<file path="src/rtl/gpu_cmd_sched.sv">
// Command scheduler for the GPU matrix datapath: queues Wishbone-written matrix
// commands and issues them one at a time, tracking busy matrices, errors and retirements.
module gpu_cmd_sched #(
  parameter int FIFO_DEPTH = 4,
  parameter int TIMEOUT    = 255
) (
  input  logic                          wb_clk_i,
  input  logic                          wb_rst_i,
  input  logic [15:0]                   cmd_i,
  input  logic                          cmd_push_i,
  output logic                          cmd_full_o,
  output logic [$clog2(FIFO_DEPTH):0]   fifo_level_o,
  output logic [15:0]                   exec_cmd_o,
  output logic                          exec_valid_o,
  input  logic                          exec_ready_i,
  input  logic                          exec_done_i,
  output logic                          exec_abort_o,
  output logic [3:0]                    mat_busy_o,
  output logic                          idle_o,
  output logic [2:0]                    err_o,
  input  logic                          err_clr_i,
  output logic [15:0]                   done_cnt_o,
  output logic [1:0]                    dbg_state_o
);

  localparam int AW = $clog2(FIFO_DEPTH);
  localparam int LW = AW + 1;
  localparam logic [LW-1:0] FULL_LVL = LW'(FIFO_DEPTH);
  localparam logic [7:0]    TMAX     = 8'(TIMEOUT - 1);

  typedef enum logic [1:0] {
    S_IDLE  = 2'd0,
    S_ISSUE = 2'd1,
    S_WAIT  = 2'd2
  } state_t;

  state_t          state, state_n;
  logic [15:0]     mem [FIFO_DEPTH];
  logic [AW-1:0]   wr_ptr, rd_ptr;
  logic [LW-1:0]   count, count_n;
  logic [7:0]      timer, timer_n;
  logic [15:0]     head, cur_n;
  logic            push_ok, pop;
  logic            valid_n, abort_n, done_inc, idle_n;
  logic [2:0]      err_n;
  logic [3:0]      busy_n;

  function automatic logic [3:0] mat_mask(input logic [15:0] c);
    mat_mask = (4'b0001 << c[11:10]) | (4'b0001 << c[9:8]) | (4'b0001 << c[7:6]);
  endfunction

  assign head        = mem[rd_ptr];
  assign push_ok     = cmd_push_i && (count != FULL_LVL);
  assign pop         = (state == S_IDLE) && (count != '0);
  assign count_n     = count + LW'(push_ok) - LW'(pop);
  assign dbg_state_o = state;

  // Push acceptance looks only at the pre-edge occupancy, so a full FIFO drops a push even on a pop cycle.
  always_ff @(posedge wb_clk_i) begin
    if (push_ok) mem[wr_ptr] <= cmd_i;
  end

  always_ff @(posedge wb_clk_i or posedge wb_rst_i) begin
    if (wb_rst_i) begin
      state        <= S_IDLE;
      wr_ptr       <= '0;
      rd_ptr       <= '0;
      count        <= '0;
      timer        <= '0;
      fifo_level_o <= '0;
      cmd_full_o   <= 1'b0;
      exec_cmd_o   <= '0;
      exec_valid_o <= 1'b0;
      exec_abort_o <= 1'b0;
      mat_busy_o   <= '0;
      idle_o       <= 1'b1;
      err_o        <= '0;
      done_cnt_o   <= '0;
    end else begin
      state        <= state_n;
      if (push_ok) wr_ptr <= wr_ptr + 1'b1;
      if (pop)     rd_ptr <= rd_ptr + 1'b1;
      count        <= count_n;
      timer        <= timer_n;
      fifo_level_o <= count_n;
      cmd_full_o   <= (count_n == FULL_LVL);
      exec_cmd_o   <= cur_n;
      exec_valid_o <= valid_n;
      exec_abort_o <= abort_n;
      mat_busy_o   <= busy_n;
      idle_o       <= idle_n;
      err_o        <= err_n;
      if (done_inc) done_cnt_o <= done_cnt_o + 16'd1;
    end
  end

  // Handshake: a command transfers on a cycle where exec_valid_o and exec_ready_i are both high;
  // exec_cmd_o is held stable while valid waits for ready, and exec_done_i is only honoured in WAIT.
  always_comb begin
    state_n  = state;
    timer_n  = timer;
    cur_n    = exec_cmd_o;
    valid_n  = 1'b0;
    abort_n  = 1'b0;
    done_inc = 1'b0;
    err_n    = err_clr_i ? 3'b000 : err_o;
    if (cmd_push_i && !push_ok) err_n[0] = 1'b1;
    case (state)
      S_IDLE: begin
        if (pop) begin
          if (head[15:12] == 4'h0) begin
            done_inc = 1'b1;
          end else if (head[15:12] inside {[4'h2:4'h7]}) begin
            cur_n   = head;
            state_n = S_ISSUE;
          end else begin
            err_n[1] = 1'b1;
          end
        end
      end
      S_ISSUE: begin
        if (exec_valid_o && exec_ready_i) begin
          state_n = S_WAIT;
          timer_n = '0;
        end else begin
          valid_n = 1'b1;
        end
      end
      S_WAIT: begin
        timer_n = timer + 8'd1;
        if (exec_done_i) begin
          state_n  = S_IDLE;
          done_inc = 1'b1;
        end else if (timer == TMAX) begin
          state_n  = S_IDLE;
          abort_n  = 1'b1;
          err_n[2] = 1'b1;
        end
      end
      default: state_n = S_IDLE;
    endcase
    busy_n = (state_n != S_IDLE) ? mat_mask(cur_n) : 4'b0000;
    idle_n = (state_n == S_IDLE) && (count_n == '0);
  end

endmodule

</file>
<file path="config.mk">
export PLATFORM = sky130hd
export DESIGN_NAME = gpu_cmd_sched
export DESIGN_NICKNAME = d
export VERILOG_FILES = /design/src/rtl/gpu_cmd_sched.sv
export SDC_FILE = /design/constraint.sdc
export NUM_CORES = 1
export LEC_CHECK = 0
export BUFFER_PORTS_ARGS = -buffer_cell sky130_fd_sc_hd__buf_2
export CAP_MARGIN = 10
export CORE_ASPECT_RATIO = 0.9
export CORE_MARGIN = 5
export CORE_UTILIZATION = 41
export CTS_BUF_LIST = sky130_fd_sc_hd__clkbuf_16
export CTS_CLUSTER_SIZE = 28
export DETAILED_ROUTE_END_ITERATION = 12
export RECOVER_POWER = 50
export SLEW_MARGIN = 20
export SYNTH_ARGS = -nofsm -noshare
export SYNTH_HDL_FRONTEND = slang
export SYNTH_SLANG_ARGS = --single-unit
</file>
<file path="constraint.sdc">
create_clock -name wb_clk_i -period 2.9 [get_ports wb_clk_i]
set_input_delay 0.58 -clock wb_clk_i [delete_from_list [all_inputs] [get_ports wb_clk_i]]
set_output_delay 0.58 -clock wb_clk_i [all_outputs]
set_load 0.1 [all_outputs]
</file>
# [Yosys cells after proc, flatten, opt, wreduce, memory -nomap -nowiden]
# Memories as Yosys holds them, arrays and structs flattened.
# Cells that the tools add are included.
[op_classes] addsub=6 order_cmp=2 eq_ne=6 shifts=3 muxes=34 bitwise_logic=3 reduce_logical=17
[op_table] op="$mux W12" count=4
[op_table] op="$mux W1" count=18
[op_table] op="$add A16 B1 Y16 const B" count=1
[op_table] op="$pmux W8 S2" count=1
[op_table] op="$mux W2" count=6
[op_table] op="$shl A1 B2 Y4 const A" count=3
[op_table] op="$add A8 B1 Y8 const B" count=1
[op_table] op="$eq A8 B8 Y1 const B" count=1
[op_table] op="$mux W8" count=1
[op_table] op="$or A4 B4 Y4" count=2
[op_table] op="$logic_and A1 B1 Y1" count=6
[op_table] op="$pmux W2 S3" count=1
[op_table] op="$reduce_bool A2 Y1" count=3
[op_table] op="$add A2 B1 Y2 const B" count=2
[op_table] op="$ge A4 B2 Y1 const B" count=1
[op_table] op="$le A4 B3 Y1 const B" count=1
[op_table] op="$logic_not A2 Y1" count=2
[op_table] op="$logic_not A4 Y1" count=1
[op_table] op="$mux W4" count=1
[op_table] op="$reduce_and A4 Y1" count=1
[op_table] op="$add A3 B1 Y3" count=1
[op_table] op="$eq A3 B3 Y1 const B" count=1
[op_table] op="$logic_not A3 Y1" count=1
[op_table] op="$mux W3" count=1
[op_table] op="10 further kinds" count=10
[word_totals] ff_bits=60 mem_bits_rw=64 in_bits=22 out_inout_bits=48 elab_cells=87 n_memories=1
[mem_list] memory="mem" depth=4 word_bits=16 read_ports=1 rd_clocked_by_memory_dff=0 write_ports=1 line="38" text="logic [15:0] mem [FIFO_DEPTH];"

# [Logic depth before layout (Yosys ltp)]
# An unclocked memory read counts as a cell.
[logic_depth] depth_word=11 ltp_mapped=12 depth_no_buf=12

# [Worst setup path before layout]
# No wires, ideal clock.
[synth_timing] path_kind="register to register" startpoint="register count[1]" endpoint="register idle_o" setup_ns=0.097 t_arrival_ns=3.092 required_time_ns=2.803 slack_ns=-0.288 path_stages_with_launch=13 path_buffers=0 synth_period_minus_slack_ns=3.188 path_cell_list="dfrtp_1 nor2_1 a21boi_1 inv_1 ha_1 inv_1 ha_1 inv_1 fa_1 xor2_1 xnor2_1 inv_1 nor4_1"
[synth_between] elab_chain_len=6 elab_cells_between_ends=11 cone_classes="2 x add/sub; 1 x eq/ne; 2 x mux; 6 x reduce/logical"
[synth_lines] element="from (decl)" line="40" text="logic [LW-1:0] count, count_n;"
[synth_lines] element="from (signal assigned)" line="83" text="count <= count_n;"
[synth_lines] element="$ne A3 B3 Y1" line="53" text="assign push_ok = cmd_push_i && (count != FULL_LVL);"
[synth_lines] element="$logic_and A1 B1 Y1" line="53"
[synth_lines] element="$add A3 B1 Y3" line="55" text="assign count_n = count + LW'(push_ok) - LW'(pop);"
[synth_lines] element="$sub A3 B1 Y3 (*)" line="55"
[synth_lines] element="named net count_n[2]" line="40"
[synth_lines] element="$logic_not A3 Y1 (*)" line="143" text="idle_n = (state_n == S_IDLE) && (count_n == '0);"
[synth_lines] element="$logic_and A1 B1 Y1 (*)" line="143"
[synth_lines] element="named net idle_n" line="44" text="logic valid_n, abort_n, done_inc, idle_n;"
[synth_lines] element="to (signal assigned)" line="91" text="idle_o <= idle_n;"
[synth_lines] element="to (decl)" line="19" text="output logic idle_o,"
# Mark *: on every way through the listed nets, which the timed path passes. The rest lies on a longest branch.
# A chain may end at the register's enable or synchronous reset.

# [Worst setup path in the final report]
[layout_timing] startpoint="register rd_ptr[0]" endpoint="register done_cnt_o[8]"
[layout_between] elab_chain_len=5
[layout_lines] element="from (decl)" line="39" text="logic [AW-1:0] wr_ptr, rd_ptr;"
[layout_lines] element="from (signal assigned)" line="82" text="if (pop) rd_ptr <= rd_ptr + 1'b1;"
[layout_lines] element="$mem_v2 Z4 W16"
[layout_lines] element="$logic_not A4 Y1" line="111" text="if (head[15:12] == 4'h0) begin"
[layout_lines] element="$mux W1" line="111"
[layout_lines] element="$mux W1" line="110" text="if (pop) begin"
[layout_lines] element="$pmux W1 S2" line="108" text="case (state)"
[layout_lines] element="to (signal assigned)" line="93" text="if (done_inc) done_cnt_o <= done_cnt_o + 16'd1;"
[layout_lines] element="to (decl)" line="22" text="output logic [15:0] done_cnt_o,"
# No other way between the ends.

==> impl_metrics.toml <==
[clocking]
cts_tree = "built"
root_buffer = "clkbuf_16"
cts-buffers-inserted = 17
cts.path.max_buffers = 2
cts_hold_buf = 0
cts-resized-gates = 0
clock_sinks = 124
clkLatencyLatePin_ns = 0.41
post_cts_buffers = 0
clk_pin_slew_ns = 0.06
htree_levels = 4

[synth]
synthCells = 333
yosys.area_share.adder_pct = 2.645
yosysSeqAreaShare_pct = 68.29
yosys.area_share.simple_pct = 8.184
yosys-top-cells-count = "edfxtp_1, dfrtp_1, nand2_1, inv_1, o21ai_0"
synth_mux_area_share_pct = 9.207
ys.flop_type = "edfxtp_1"
post_synth_xor_area_fraction_pct = 3.493
synth_warnings = 0
synth_cell_types = 41
synth_nets = 365
syn-cell-area_sq_um = 5015
yosysTopAreaCellShare_pct = 38.32
synth_area_leaders = "edfxtp_1, dfrtp_1, mux4_2"
syn_avg_cell_area_sq_um = 15.06
synth_seq_cells = 124
async_flop_share_pct = 48.39
synth_edf_count = 64
yosysMostFrequentCell = "edfxtp_1"
synth_compound_area_share_pct = 5.714
synth_top_area_cell = "edfxtp_1"
synth_top_family_by_area = "multiplexers"

[routing]
drt-pass1-iter-count = 4
drcViolationCount = 0
ant_nets = 0
first_iter_violations = 258
routedWlPerCell_um = 16.29
via_per_inst = 4.923
vias = 2934
routed_wl_mm = 9.711

[die]
start_util_pct = 41.69
die_w_um = 126.6
die_h_um = 114.9
die-area_sq_um = 14550
num_io_pins = 70
core_region_area_sq_um = 12030
num_rows = 38

[sta]
rsz0062_at_grt = "false"
tns_ns = 0
hold_violations = 0
tightest_slew_ns = 1.435
period_share_pct = 86.75
relSlewSlack_pct = 4.341
max_freq_mhz = 397.5
period_needed_ns = 2.516
fin_skew_ns = 0.007406
slew_viol_final = 0
setup_viol = 0
fin_ws_ns = 0.3843

[placed_design]
port-buffer-count = 69
place_congestion = 0.8023
dpl-instance-area_sq_um = 5605
place_ws_ns = 0.3343
hpwl_mm = 6.686

[final_layout]
stdcell_area_sq_um = 6191
drive_gt1_share_pct = 28.21
multi_input_area_sq_um = 1469
num-fill-cells = 1034
layout.nets = 455
diodes = 0
area_growth_syn_to_layout_pct = 23.45
regArea_sq_um = 3428

[setup_path]
path_max_fanout = 10
critical_path_class = "flop to flop"
worstPathArrival_ns = 2.80
start_kind = "flop"
worstPathRequired_ns = 3.19
critPathCaptureType = "flop"

[global_route]
grt_use_total_pct = 14.34
grt_pass1_wl_mm = 15.64
grt_overflow = 0
grt_pass1_vias = 3029
grt_max_degree = 29
antenna_found_initial = 0

[run]
cap_violations = 0

[min_path]
worstHoldPathType = "input port to asynchronous set/reset pin"

[outcome]
outcome = "finished clean"
kinds of logic after synthesis:
family	Yosys count
DFF	124
and+or+nand+nor	80
AOI/OAI and AO/OA	43
buffers and inverters	31
muxes	25
xor gates and xnor gates	20
adders and majority gates	10
final timing paths:
path,start,end,cells after the start,slack (ns)
hold / removal,wb_rst_i,done_cnt_o[7],2,0.14
min in group wb_clk_i,exec_done_i,dbg_state_o[1],2,0.42
setup / recovery,rd_ptr[0],done_cnt_o[8],5,0.38
setup reg to reg,rd_ptr[0],done_cnt_o[8],5,0.38
hold reg to reg,done_cnt_o[15],done_cnt_o[15],1,0.46
max in group asynchronous,wb_rst_i,count[1],3,1.00
per-layer routing:
layer / vias up / part of all wire (%) / GRT usage (%)
met3: 7 / 5.3 / 6.270
li1: 1424 / - / -
met1: 1435 / 46 / 18.51
met4: 0 / 1.1 / 5.218
met5: - / 0 / 0
met2: 68 / 48 / 21.72
worst max-delay path: stages, from the launching register on:
cell     delay, ns
dfrtp_1       0.50
mux4_2        0.58
or4b_1        0.58
o21ai_2       0.39
nand4_1       0.18
xnor2_1       0.17
layout make-up:
type                    instances  area share, %
inverters                      22          1.334
repair buffers                 80          6.285
multi-input cells             178          23.73
clock inverters                15          3.173
flip-flops and latches        124          55.38
clock buffers                  17          6.871
well taps                     160          3.234
registers in the layout, summed over array words and instances, names as in the netlist, 2 cells and up:
name and flops:
done_cnt_o 16, exec_cmd_o 16, timer 8, mem 64
mat_busy_o 4, dbg_state_o 2, rd_ptr 2, err_o 3
count 3, wr_ptr 2
per-stage QoR:
step | std cells | hold WS (ns) | utilization, %
final | 596 | 0.1422 | 51.47
after global routing | 596 | 0.1716 | 51.47
after CTS | 596 | 0.07113 | 51.77
after detailed placement | 564 | 0.4577 | 46.60
after global placement | 564 | 0.4537 | 46.60
after floorplan | 333 | 0.4527 | -
cell usage in the layout (no fill, tap or decap), types with 3 or more instances in the layout:
cell and instances:
edfxtp_1 64, dfrtp_1 56, buf_2 53, nand2_1 25
inv_1 22, clkbuf_1 21, o21ai_0 19, clkbuf_16 17
mux4_2 16, xnor2_1 14, nand3_1 12, mux2_2 9
ha_1 9, nor2_1 8, nand4_1 8, xor2_1 6
a222oi_1 6, clkinvlp_4 6, buf_4 6, and2_1 5
nor3_1 4, and3_1 4, o31ai_1 4, o22ai_1 4
bufinv_16 4, nand2b_1 3, dfrtp_2 3
Power is not shown: default switching activity piles up to over one toggle a cycle in this logic, so the estimate is an artifact.
